### config.mk
export PLATFORM = sky130hd
export DESIGN_NAME = sft_l_sat_pipe_flat
export DESIGN_NICKNAME = d
export VERILOG_FILES = /design/src/rtl/sft_l_sat_pipe_if.sv /design/src/rtl/sft_l_sat_pipe.sv /design/src/flat_wrapper.sv
export SDC_FILE = /design/constraint.sdc
export NUM_CORES = 1
export LEC_CHECK = 0
export CORE_ASPECT_RATIO = 0.8
export CORE_MARGIN = 3
export CORE_UTILIZATION = 60
export DETAILED_ROUTE_END_ITERATION = 6
export PLACE_DENSITY_LB_ADDON = 0.05
export SETUP_SLACK_MARGIN = 0.1
export SLEW_MARGIN = 20
export SYNTH_ARGS = -nofsm -noshare
export SYNTH_HDL_FRONTEND = slang
export SYNTH_SLANG_ARGS = --single-unit
### constraint.sdc
create_clock -name clk -period 3.23 [get_ports clk]
set_input_delay 0.323 -clock clk [delete_from_list [all_inputs] [get_ports clk]]
set_output_delay 0.323 -clock clk [all_outputs]
set_load 0.02 [all_outputs]
### src/rtl/sft_l_sat_pipe_if.sv
// -----------------------------------------------------------------------------
// sft_l_sat_pipe_if
// Handshake bundle for the pipelined saturating left shifter.
//
// Signals:
//   in_valid   upstream beat valid
//   in_ready   shifter can take a beat this cycle
//   x          two's-complement input data
//   sel        left-shift amount, 0..63
//   out_valid  y/ovf hold a result
//   out_ready  downstream takes the result
//   y          shifted (optionally saturated) result
//   ovf        overflow flag for the beat on y
//
// Modports:
//   master  producer of x/sel and consumer of y/ovf (the surrounding logic)
//   slave   the shifter itself
// -----------------------------------------------------------------------------
interface sft_l_sat_pipe_if #(
   parameter int D_WIDTH   = 16,
   parameter int SEL_WIDTH = 6
);
   logic                 in_valid;
   logic                 in_ready;
   logic [D_WIDTH-1:0]   x;
   logic [SEL_WIDTH-1:0] sel;
   logic                 out_valid;
   logic                 out_ready;
   logic [D_WIDTH-1:0]   y;
   logic                 ovf;

   modport master (
      output in_valid, x, sel, out_ready,
      input  in_ready, out_valid, y, ovf
   );

   modport slave (
      input  in_valid, x, sel, out_ready,
      output in_ready, out_valid, y, ovf
   );
endinterface

### src/rtl/sft_l_sat_pipe.sv
// -----------------------------------------------------------------------------
// sft_l_sat_pipe
// Four-stage pipelined arithmetic left shifter for 16-bit two's-complement
// data. Each stage applies one binary-weighted shift (1, 2, 4, 8) and a sticky
// overflow bit follows the beat. Shift amounts of 16 or more clear the data in
// the last stage. Used to scale normalised values back up before write-back.
//
// Ports:
//   clk    clock, all state changes on the rising edge
//   rst_n  synchronous active-low reset
//   bus    sft_l_sat_pipe_if.slave: in_valid/in_ready/x/sel on the input
//          side, out_valid/out_ready/y/ovf on the output side
//
// Build option:
//   SFT_L_SAT_EN  when defined, an overflowing beat produces the signed
//                 extreme (0x8000 for negative input, 0x7FFF otherwise)
//                 instead of the wrapped shift result. ovf is the same either way.
// -----------------------------------------------------------------------------
module sft_l_sat_pipe #(
   parameter int D_WIDTH   = 16,
   parameter int SEL_WIDTH = 6
) (
   input logic             clk,
   input logic             rst_n,
   sft_l_sat_pipe_if.slave bus
);

`ifdef SFT_L_SAT_EN
   localparam bit SatEn = 1'b1;
`else
   localparam bit SatEn = 1'b0;
`endif

   typedef logic [D_WIDTH-1:0] data_t;

   // A shift by k is lossless only when the top k+1 bits are all equal;
   // mask selects exactly those bits.
   function automatic logic shiftOvf(input data_t d, input data_t mask);
      return !(((d & mask) == '0) || ((d & mask) == mask));
   endfunction

   logic adv;

   logic                 v1_q, v1_d, s1_q, s1_d, o1_q, o1_d;
   data_t                d1_q, d1_d;
   logic [SEL_WIDTH-2:0] sel1_q, sel1_d;

   logic                 v2_q, v2_d, s2_q, s2_d, o2_q, o2_d;
   data_t                d2_q, d2_d;
   logic [SEL_WIDTH-3:0] sel2_q, sel2_d;

   logic                 v3_q, v3_d, s3_q, s3_d, o3_q, o3_d;
   data_t                d3_q, d3_d;
   logic [SEL_WIDTH-4:0] sel3_q, sel3_d;

   logic                 v4_q, v4_d, o4_q, o4_d;
   data_t                y_q, y_d;

   data_t                shift4;
   logic                 ovf4;

   // The whole pipe moves together; it only stops when a finished beat is
   // waiting at the output and nobody takes it.
   always_comb begin
      adv = bus.out_ready | ~v4_q;
   end

   assign bus.in_ready  = adv;
   assign bus.out_valid = v4_q;
   assign bus.y         = y_q;
   assign bus.ovf       = o4_q;

   // Last stage: shift by 8, or flush to zero for shift amounts of 16 and up.
   // In the flush case any non-zero value is lost, which is exactly the
   // overflow condition. Saturation replaces the result here so y is registered.
   always_comb begin
      shift4 = sel3_q[0] ? {d3_q[D_WIDTH-9:0], 8'h00} : d3_q;
      ovf4   = o3_q | (sel3_q[0] & shiftOvf(d3_q, 16'hFF80));
      if (sel3_q[2:1] != 2'b00) begin
         shift4 = '0;
         ovf4   = o3_q | (d3_q != '0);
      end
   end

   // Next-state for every stage: hold while stalled, otherwise each stage
   // takes its upstream neighbour's value with one more shift level applied.
   always_comb begin
      v1_d = v1_q; d1_d = d1_q; sel1_d = sel1_q; s1_d = s1_q; o1_d = o1_q;
      v2_d = v2_q; d2_d = d2_q; sel2_d = sel2_q; s2_d = s2_q; o2_d = o2_q;
      v3_d = v3_q; d3_d = d3_q; sel3_d = sel3_q; s3_d = s3_q; o3_d = o3_q;
      v4_d = v4_q; y_d  = y_q;  o4_d   = o4_q;
      if (adv) begin
         v1_d   = bus.in_valid & adv;
         d1_d   = bus.sel[0] ? {bus.x[D_WIDTH-2:0], 1'b0} : bus.x;
         sel1_d = bus.sel[SEL_WIDTH-1:1];
         s1_d   = bus.x[D_WIDTH-1];
         o1_d   = bus.sel[0] & shiftOvf(bus.x, 16'hC000);

         v2_d   = v1_q;
         d2_d   = sel1_q[0] ? {d1_q[D_WIDTH-3:0], 2'b00} : d1_q;
         sel2_d = sel1_q[SEL_WIDTH-2:1];
         s2_d   = s1_q;
         o2_d   = o1_q | (sel1_q[0] & shiftOvf(d1_q, 16'hE000));

         v3_d   = v2_q;
         d3_d   = sel2_q[0] ? {d2_q[D_WIDTH-5:0], 4'h0} : d2_q;
         sel3_d = sel2_q[SEL_WIDTH-3:1];
         s3_d   = s2_q;
         o3_d   = o2_q | (sel2_q[0] & shiftOvf(d2_q, 16'hF800));

         v4_d   = v3_q;
         o4_d   = ovf4;
         y_d    = (SatEn && ovf4) ? (s3_q ? 16'h8000 : 16'h7FFF) : shift4;
      end
   end

   // Stage registers; reset discards every beat in flight.
   always_ff @(posedge clk) begin
      if (!rst_n) begin
         v1_q <= 1'b0; d1_q <= '0; sel1_q <= '0; s1_q <= 1'b0; o1_q <= 1'b0;
         v2_q <= 1'b0; d2_q <= '0; sel2_q <= '0; s2_q <= 1'b0; o2_q <= 1'b0;
         v3_q <= 1'b0; d3_q <= '0; sel3_q <= '0; s3_q <= 1'b0; o3_q <= 1'b0;
         v4_q <= 1'b0; y_q  <= '0; o4_q   <= 1'b0;
      end else begin
         v1_q <= v1_d; d1_q <= d1_d; sel1_q <= sel1_d; s1_q <= s1_d; o1_q <= o1_d;
         v2_q <= v2_d; d2_q <= d2_d; sel2_q <= sel2_d; s2_q <= s2_d; o2_q <= o2_d;
         v3_q <= v3_d; d3_q <= d3_d; sel3_q <= sel3_d; s3_q <= s3_d; o3_q <= o3_d;
         v4_q <= v4_d; y_q  <= y_d;  o4_q   <= o4_d;
      end
   end

endmodule

### src/flat_wrapper.sv
// flat-port wrapper written by rule: the top's interface ports become plain ports
module sft_l_sat_pipe_flat 
#(
   parameter int D_WIDTH   = 16,
   parameter int SEL_WIDTH = 6
)
  (clk, rst_n, bus_in_valid, bus_x, bus_sel, bus_out_ready, bus_in_ready, bus_out_valid, bus_y, bus_ovf);
  sft_l_sat_pipe_if #(.D_WIDTH(D_WIDTH), .SEL_WIDTH(SEL_WIDTH)) bus_i ();
  input logic clk;
  input logic rst_n;
  input wire logic [$bits(bus_i.in_valid)-1:0] bus_in_valid;
  input wire logic [$bits(bus_i.x)-1:0] bus_x;
  input wire logic [$bits(bus_i.sel)-1:0] bus_sel;
  input wire logic [$bits(bus_i.out_ready)-1:0] bus_out_ready;
  output wire logic [$bits(bus_i.in_ready)-1:0] bus_in_ready;
  output wire logic [$bits(bus_i.out_valid)-1:0] bus_out_valid;
  output wire logic [$bits(bus_i.y)-1:0] bus_y;
  output wire logic [$bits(bus_i.ovf)-1:0] bus_ovf;
  assign bus_i.in_valid = bus_in_valid;
  assign bus_i.x = bus_x;
  assign bus_i.sel = bus_sel;
  assign bus_i.out_ready = bus_out_ready;
  assign bus_in_ready = bus_i.in_ready;
  assign bus_out_valid = bus_i.out_valid;
  assign bus_y = bus_i.y;
  assign bus_ovf = bus_i.ovf;
  sft_l_sat_pipe #(.D_WIDTH(D_WIDTH), .SEL_WIDTH(SEL_WIDTH)) u_core (.clk(clk), .rst_n(rst_n), .bus(bus_i));
endmodule
---- Word-level counts from Yosys, hierarchy flattened ----
Index checks and enable logic that the tools add are counted.
word-level totals
  register bits ........................... 84
  output and inout bits ................... 19
  word-level logic and storage cells ...... 50
cells by class
  eq/ne operators ......................... 4
  mux-type cells .......................... 6
  bitwise gates (word level) .............. 11
  reduce and logical (&&, ||, !) cells .... 14
operator list
  cell                                        number
  2-to-1 mux 16 bit                           5
  zero test 16 bit                            4
  nonzero test 16 bit                         1
  equality test 9 bit, second input constant  1
  AND 1 bit                                   5
  equality test 5 bit, second input constant  1
  bitwise OR 1 bit                            5
  zero test 1 bit                             4
  logical OR 1 bit                            4
  equality test 3 bit, second input constant  1
  equality test 2 bit, second input constant  1
  nonzero test 2 bit                          1
  2-to-1 mux 1 bit                            1
  NOT 1 bit                                   1

---- Depth between registers and ports, before layout ----
Gate-level depths: netlist of the first run.
  depth in word-level cells ............... 6
  gate-level depth with buffers ........... 7
  depth with buffers taken out ............ 4

---- Worst setup path after synthesis of the first run ----
Ideal clock, no wire load.
  path kind ............................... register to output
  from .................................... register u_core.v4_q, in the netlist u_core.bus.out_valid
  to ...................................... output bus_in_ready
  arrival ................................. 1.049 ns
  data required time ...................... 2.907 ns
  setup slack ............................. 1.858 ns
  stages on the path, launching flop included .. 6
  buffers on the path ..................... 3
  path through ............................ dfxtp_1 -> nor2b_4 -> buf_6 -> inv_2 -> buf_6 -> buf_6
between the ends
  longest elaborated chain between the ends .. 2
RTL lines
  item                    line                   text
  start, declared         sft_l_sat_pipe.sv:56   logic v4_q, v4_d, o4_q, o4_d;
  start signal, assigned  sft_l_sat_pipe.sv:123  v4_q <= 1'b0; y_q <= '0; o4_q <= 1'b0;
  start signal, assigned  sft_l_sat_pipe.sv:128  v4_q <= v4_d; y_q <= y_d; o4_q <= o4_d;
  NOT 1 bit               sft_l_sat_pipe.sv:65   adv = bus.out_ready | ~v4_q;
  bitwise OR 1 bit        sft_l_sat_pipe.sv:65
  end, declared           flat_wrapper.sv:15     output wire logic [$bits(bus_i.in_ready)-1:0] bus_in_ready;
Every way passes these cells.

---- Worst setup path in the final report of the first run ----
  from .................................... input bus_out_ready
  to ...................................... output bus_in_ready
between the ends
  longest elaborated chain between the ends .. 1
RTL lines
  item              line                  text
  start, declared   flat_wrapper.sv:14    input wire logic [$bits(bus_i.out_ready)-1:0] bus_out_ready;
  bitwise OR 1 bit  sft_l_sat_pipe.sv:65
Every way passes these cells.

==> metrics.yaml, run 1 <==
worstMarginPinSlew_ns: 0.964
gp_congestion: 0.711
r2r_cells: 5
skew_ns: 0.00976
p_comb_share_pct: 10.6
insertion_delay_ns: 0.35
cp_max_fo: 2
cp_data_arrival_time_ns: 1.60
cts_setup_buffers: 0
cts.repair.resized: 0
max_freq_mhz: 520
via_per_inst: 5.83
async_flop_share_pct: 0
drtPass1Iterations: 5
syn-cell-area_mm2: 0.00381
hold_depth: 2
die_y_um: 77.3
p_seq_share_pct: 54.0
power.total_mw: 2.12
antenna_left: 0
crit_required_ns: 2.91
synthFlopType: "dfxtp_1"
crit_type: "in2out"
grt-ovfl-total: 0
yosysWarningCount: 0
grt_usage_pct: 21.1
clk_pin_slew_ns: 0.08
internal-power_mw: 1.60
port_buffers: 44
cts_root_buffer: "clkbuf_8"
wire_per_inst_um: 14.9
ioPinCount: 45
start_kind: "input pin"
fp-row-count: 25
core_mm2: 0.00604
initial_utilization_pct: 63.1
cts_hold_buffers: 0
power_frac_clock_pct: 35.3
htree_levels: 3
drive_gt1_share_pct: 7.77
p_switching_uw: 518
antenna_cells: 0
finalNetCount: 433
swShare_pct: 24.5
route.vias.total: 2872
synth_cells: 381
final.min_clock_period_ns: 1.92
rsz0062_at_grt: "false"
grt_pass1_wl_um: 12300
p_per_area_mw_per_mm2: 489
final_common_cell: "dfxtp_1"
synth-edff-count: 0
die_w_um: 95.1
finalWirelength_um: 7360
setup-tns-final_ns: 0
endpoint_kind: "output port"
relSlewSlack_pct: 35.7
most-common-layout-cells: "84 x dfxtp_1, 79 x nand2_1, 43 x clkdlybuf4s50_1, 41 x mux2i_1, 41 x o211a_1"
maxCapViolations: 0
p_leak_nw: 2.01
synth.distinct_cells: 33
area_growth_syn_to_layout_pct: 13.7
drc: 0
syn_avg_cell_area_um2: 10.0
cts_max_path_buffers: 2
grt_max_degree: 110
clock_sinks: 84
status: "complete, no violations"
ys_ff_latch: 84
synth_nets: 407
dp_hpwl_um: 4880
finalMaxSlewViolations: 0
ir_drop_mv: 0.290
cts_buffers: 9
dpl.cell_count: 477
final-hold-violation-count: 0
layoutNonFillerInstCount: 493
grt_pass1_vias: 2566
yosysSeqAreaShare_pct: 44.1
dieArea_mm2: 0.00735
tritoncts: "done"
antenna_found_initial: 0
setup_viol: 0
period_share_pct: 59.5
hp-class: "reg2reg"
initialDrtViolationCount: 153
==> per-stage QoR <==
step                utilization, %  hold slack [ns]  cell area (um2)  worst slack, ns
floorplan                        -            0.431             3810             1.86
finish                        71.8            0.454             4330             1.31
global placement              68.4            0.440             4130             1.14
global route                  71.8            0.480             4330             1.24
detailed placement            68.4            0.447             4130             1.07
CTS                           71.8            0.459             4330             1.29
==> synth_stat cells, types with 2 or more instances <==
master	number	share of area, %
mux2i_1	41	11
a22oi_1	16	3.2
mux2_2	8	2.4
nand4_1	2	0.33
o211a_1	41	11
nand3b_1	7	1.4
dfxtp_1	84	44
a21boi_1	13	2.6
nor4_1	4	0.66
buf_4	4	0.79
o21ai_0	3	0.39
nor2b_1	16	2.6
o211ai_1	2	0.39
nor2_1	2	0.20
buf_6	13	3.8
a21oi_1	4	0.53
nand2_1	79	7.8
buf_2	8	1.1
nand3_1	3	0.39
o21a_1	2	0.39
clkbuf_1	8	0.79
a21boi_0	10	2.0
==> logic make-up after synthesis <==
group | share of synthesized area [%]
xor+xnor | 0.230
compound gates | 20.6
buf+inv | 6.57
mux | 13.1
simple gates | 15.4
flops | 44.1
==> power groups by stage <==
stage / sequential [mW] / clock [mW] / combinational, mW
after floorplan: 1.15 / 0 / 0.166
after global placement: 1.17 / 0 / 0.221
after detailed placement: 1.17 / 0 / 0.225
after CTS: 1.14 / 0.761 / 0.227
after global routing: 1.15 / 0.810 / 0.250
final: 1.14 / 0.748 / 0.225
==> metal layers <==
metal  up-vias  global-route usage, %  share of wire, %
met5         -                      0                 0
met4         0                   5.91              0.57
met3         5                   6.27               5.8
met2        50                   32.1                46
met1      1400                   28.8                48
li1       1417                      -                 -
==> sequential cells by signal, indices dropped and copies added (netlist names), 3 cells and up <==
signal / flops
u_core.d1_q: 16
u_core.sel2_q: 4
u_core.bus.y: 16
u_core.sel3_q: 3
u_core.d2_q: 16
u_core.sel1_q: 5
u_core.d3_q: 16
==> worst max-delay path: stages <==
cell             delay, ns
clkdlybuf4s50_1       0.51
nor2b_4               0.05
inv_2                 0.05
clkdlybuf4s50_1       0.67
==> path summary, 6_finish.rpt <==
kind / start / end / slack [ns]
setup / recovery: bus_out_ready / bus_in_ready / 1.31
hold / removal: u_core.sel1_q[4]$_SDFFE_PN0N_ / u_core.sel1_q[4]$_SDFFE_PN0N_ / 0.45
setup reg to reg: u_core.bus.out_valid$_SDFFE_PN0N_ / u_core.o1_q$_SDFFE_PN0N_ / 1.55
hold reg to reg: u_core.sel1_q[4]$_SDFFE_PN0N_ / u_core.sel1_q[4]$_SDFFE_PN0N_ / 0.45
==> final cells by class <==
cell class,instances,area [um2]
tap,81,101
fill,482,1700
clock inverter,5,61.3
timing repair buffer,48,465
inverter,1,3.75
sequential,84,1680
multi-input combinational,263,1880
clock buffer,11,141
No activity file was read; power rests on OpenSTA's default activity.
==> run 2, diff against run 1 <==
CORE_UTILIZATION = 50   (was 60)
clock period = 1.63 ns   (was 3.23 ns; I/O delays follow)
==> metrics.yaml, run 2 (synthesis results as in run 1) <==
area_growth_syn_to_layout_pct: 19.1
max_freq_mhz: 674
final-hold-violation-count: 0  # unchanged
setup_viol: 0  # unchanged
dieArea_mm2: 0.00871  # +19%
port_buffers: 44  # unchanged
cp_max_fo: 2  # unchanged
finalWirelength_um: 7690  # +4.5%
dpl.cell_count: 507  # +6.3%
period_share_pct: 91.0
swShare_pct: 24.0  # -0.49 points
ioPinCount: 45  # unchanged
grt_pass1_vias: 2704  # +5.4%
layoutNonFillerInstCount: 524  # +6.3%
worstMarginPinSlew_ns: 0.532  # -0.432 ns
ff_latch_area_mm2: 0.00168  # unchanged
p_switching_mw: 1.02  # +96%
grt_pass1_wl_um: 12900  # +4.7%
hp-class: "in2reg"
gp_congestion: 0.750  # +5.4%
critPathBufInv: 1  # -2
finalMaxSlewViolations: 0  # unchanged
final.min_clock_period_ns: 1.48
tritoncts: "done"
p_per_area_mw_per_mm2: 934  # +91%
skew_ns: 0.00621  # -0.00355 ns
dp_hpwl_um: 5250  # +7.6%
die_y_um: 84.1  # +8.8%
internal-power_mw: 3.22  # +100%
p_seq_share_pct: 53.0  # -1.0 points
timing.hold.ws_ns: 0.317  # -0.137 ns
relSlewSlack_pct: 64.5  # +29 points
cp_slowest_cell: "clkdlybuf4s50_1"
drive_gt1_share_pct: 10.4  # +2.6 points
power_frac_clock_pct: 35.3  # about the same
die_w_um: 104  # +8.9%
status: "complete, no violations"
cts_root_buffer: "clkbuf_8"
ir_drop_mv: 0.489  # +69%
p_comb_share_pct: 11.7  # +1.1 points
final_common_cell: "dfxtp_1"
antenna_left: 0  # unchanged
maxCapViolations: 0  # unchanged
fp-row-count: 27  # +8.0%
route.vias.total: 2868  # -0.14%
cp_data_arrival_time_ns: 1.32  # -0.28 ns
insertion_delay_ns: 0.35  # about the same
finalNetCount: 444  # +2.5%
via_per_inst: 5.47  # -6.0%
multiInputGateArea_mm2: 0.00188  # unchanged
drc: 0  # unchanged
wire_per_inst_um: 14.7  # -1.7%
initial_utilization_pct: 53.4  # -9.7 points
endpoint_kind: "output port"
initialDrtViolationCount: 109  # -29%
nFillCells: 614  # +27%
crit_required_ns: 1.47  # -1.44 ns
clock_sinks: 84  # unchanged
core_mm2: 0.00713  # +18%
start_kind: "register"
cts_buffers: 9  # unchanged
grt_max_degree: 85  # -23%
critical_path.cell_chain: "clkdlybuf4s50_1"
htree_levels: 3  # unchanged
crit_type: "reg2out"
rsz0062_at_grt: "false"
antenna_cells: 0  # unchanged
setup-tns-final_ns: 0  # unchanged
grt_usage_pct: 18.0  # -3.1 points
clk_pin_slew_ns: 0.08  # about the same
grt-ovfl-total: 0  # unchanged
p_leak_nw: 2.10  # +4.6%
cp_slowest_stage_delay_ns: 0.63  # -0.04 ns
drtPass1Iterations: 4  # -1
antenna_found_initial: 0  # unchanged
path_delay_family: "buffers and inverters"
cts_max_path_buffers: 2  # unchanged
most-common-layout-cells: "84 x dfxtp_1, 79 x nand2_1, 42 x clkdlybuf4s50_1, 41 x mux2i_1, 41 x o211a_1"
## run 2: final cells by class
cell class              instances  share of cell area [%]
clock inverters                 4                    1.05
inverters                       1                  0.0827
well taps                     101                    2.78
multi-input cells             263                    41.4
clock buffers                  12                    3.42
flip-flops and latches         84                    37.1
repair buffers                 59                    14.2
## run 2: power by group through the flow
stage	sequential [mW]	clock (mW)	combinational (mW)
after CTS	2.25	1.54	0.501
final	2.25	1.50	0.496
after floorplan	2.28	0	0.330
after global routing	2.26	1.62	0.547
after detailed placement	2.30	0	0.497
after global placement	2.29	0	0.488
## run 2: what timing repair did
action                                  in CTS  in global routing
gates resized for setup                      0                  0
hold buffers                                 0                  0
setup buffers                                0                  1
endpoints found under the setup margin       0                  1
## run 2: final timing paths
kind / startpoint / end / slack (ns) / depth (start not counted)
setup reg to reg: u_core.sel3_q[0]$_SDFFE_PN0N_ / u_core.bus.y[9]$_SDFFE_PN0N_ / 0.23 / 3
hold / removal: rst_n / u_core.d2_q[4]$_SDFFE_PN0N_ / 0.32 / 3
hold reg to reg: u_core.sel2_q[1]$_SDFFE_PN0N_ / u_core.sel3_q[0]$_SDFFE_PN0N_ / 0.45 / 2
setup / recovery: u_core.bus.y[5]$_SDFFE_PN0N_ / bus_y[5] / 0.15 / 1
## run 2: metrics by stage
stage                     util, %  setup WS (ns)  total power, mW  cell area [um2]
after global routing         63.7          0.102             4.43             4540
after floorplan                 -          0.273             2.61             3810
after CTS                    63.6          0.126             4.29             4530
after global placement       60.7          0.170             2.78             4330
final                        63.7          0.146             4.24             4540
after detailed placement     60.7          0.138             2.79             4330
## run 2: metal layers
layer	up-vias	track usage [%]	share of wire, %
met5	-	0	0
met4	0	6.16	1.3
met3	10	4.80	4.2
met2	44	28.0	44
met1	1375	24.2	50
li1	1439	-	-
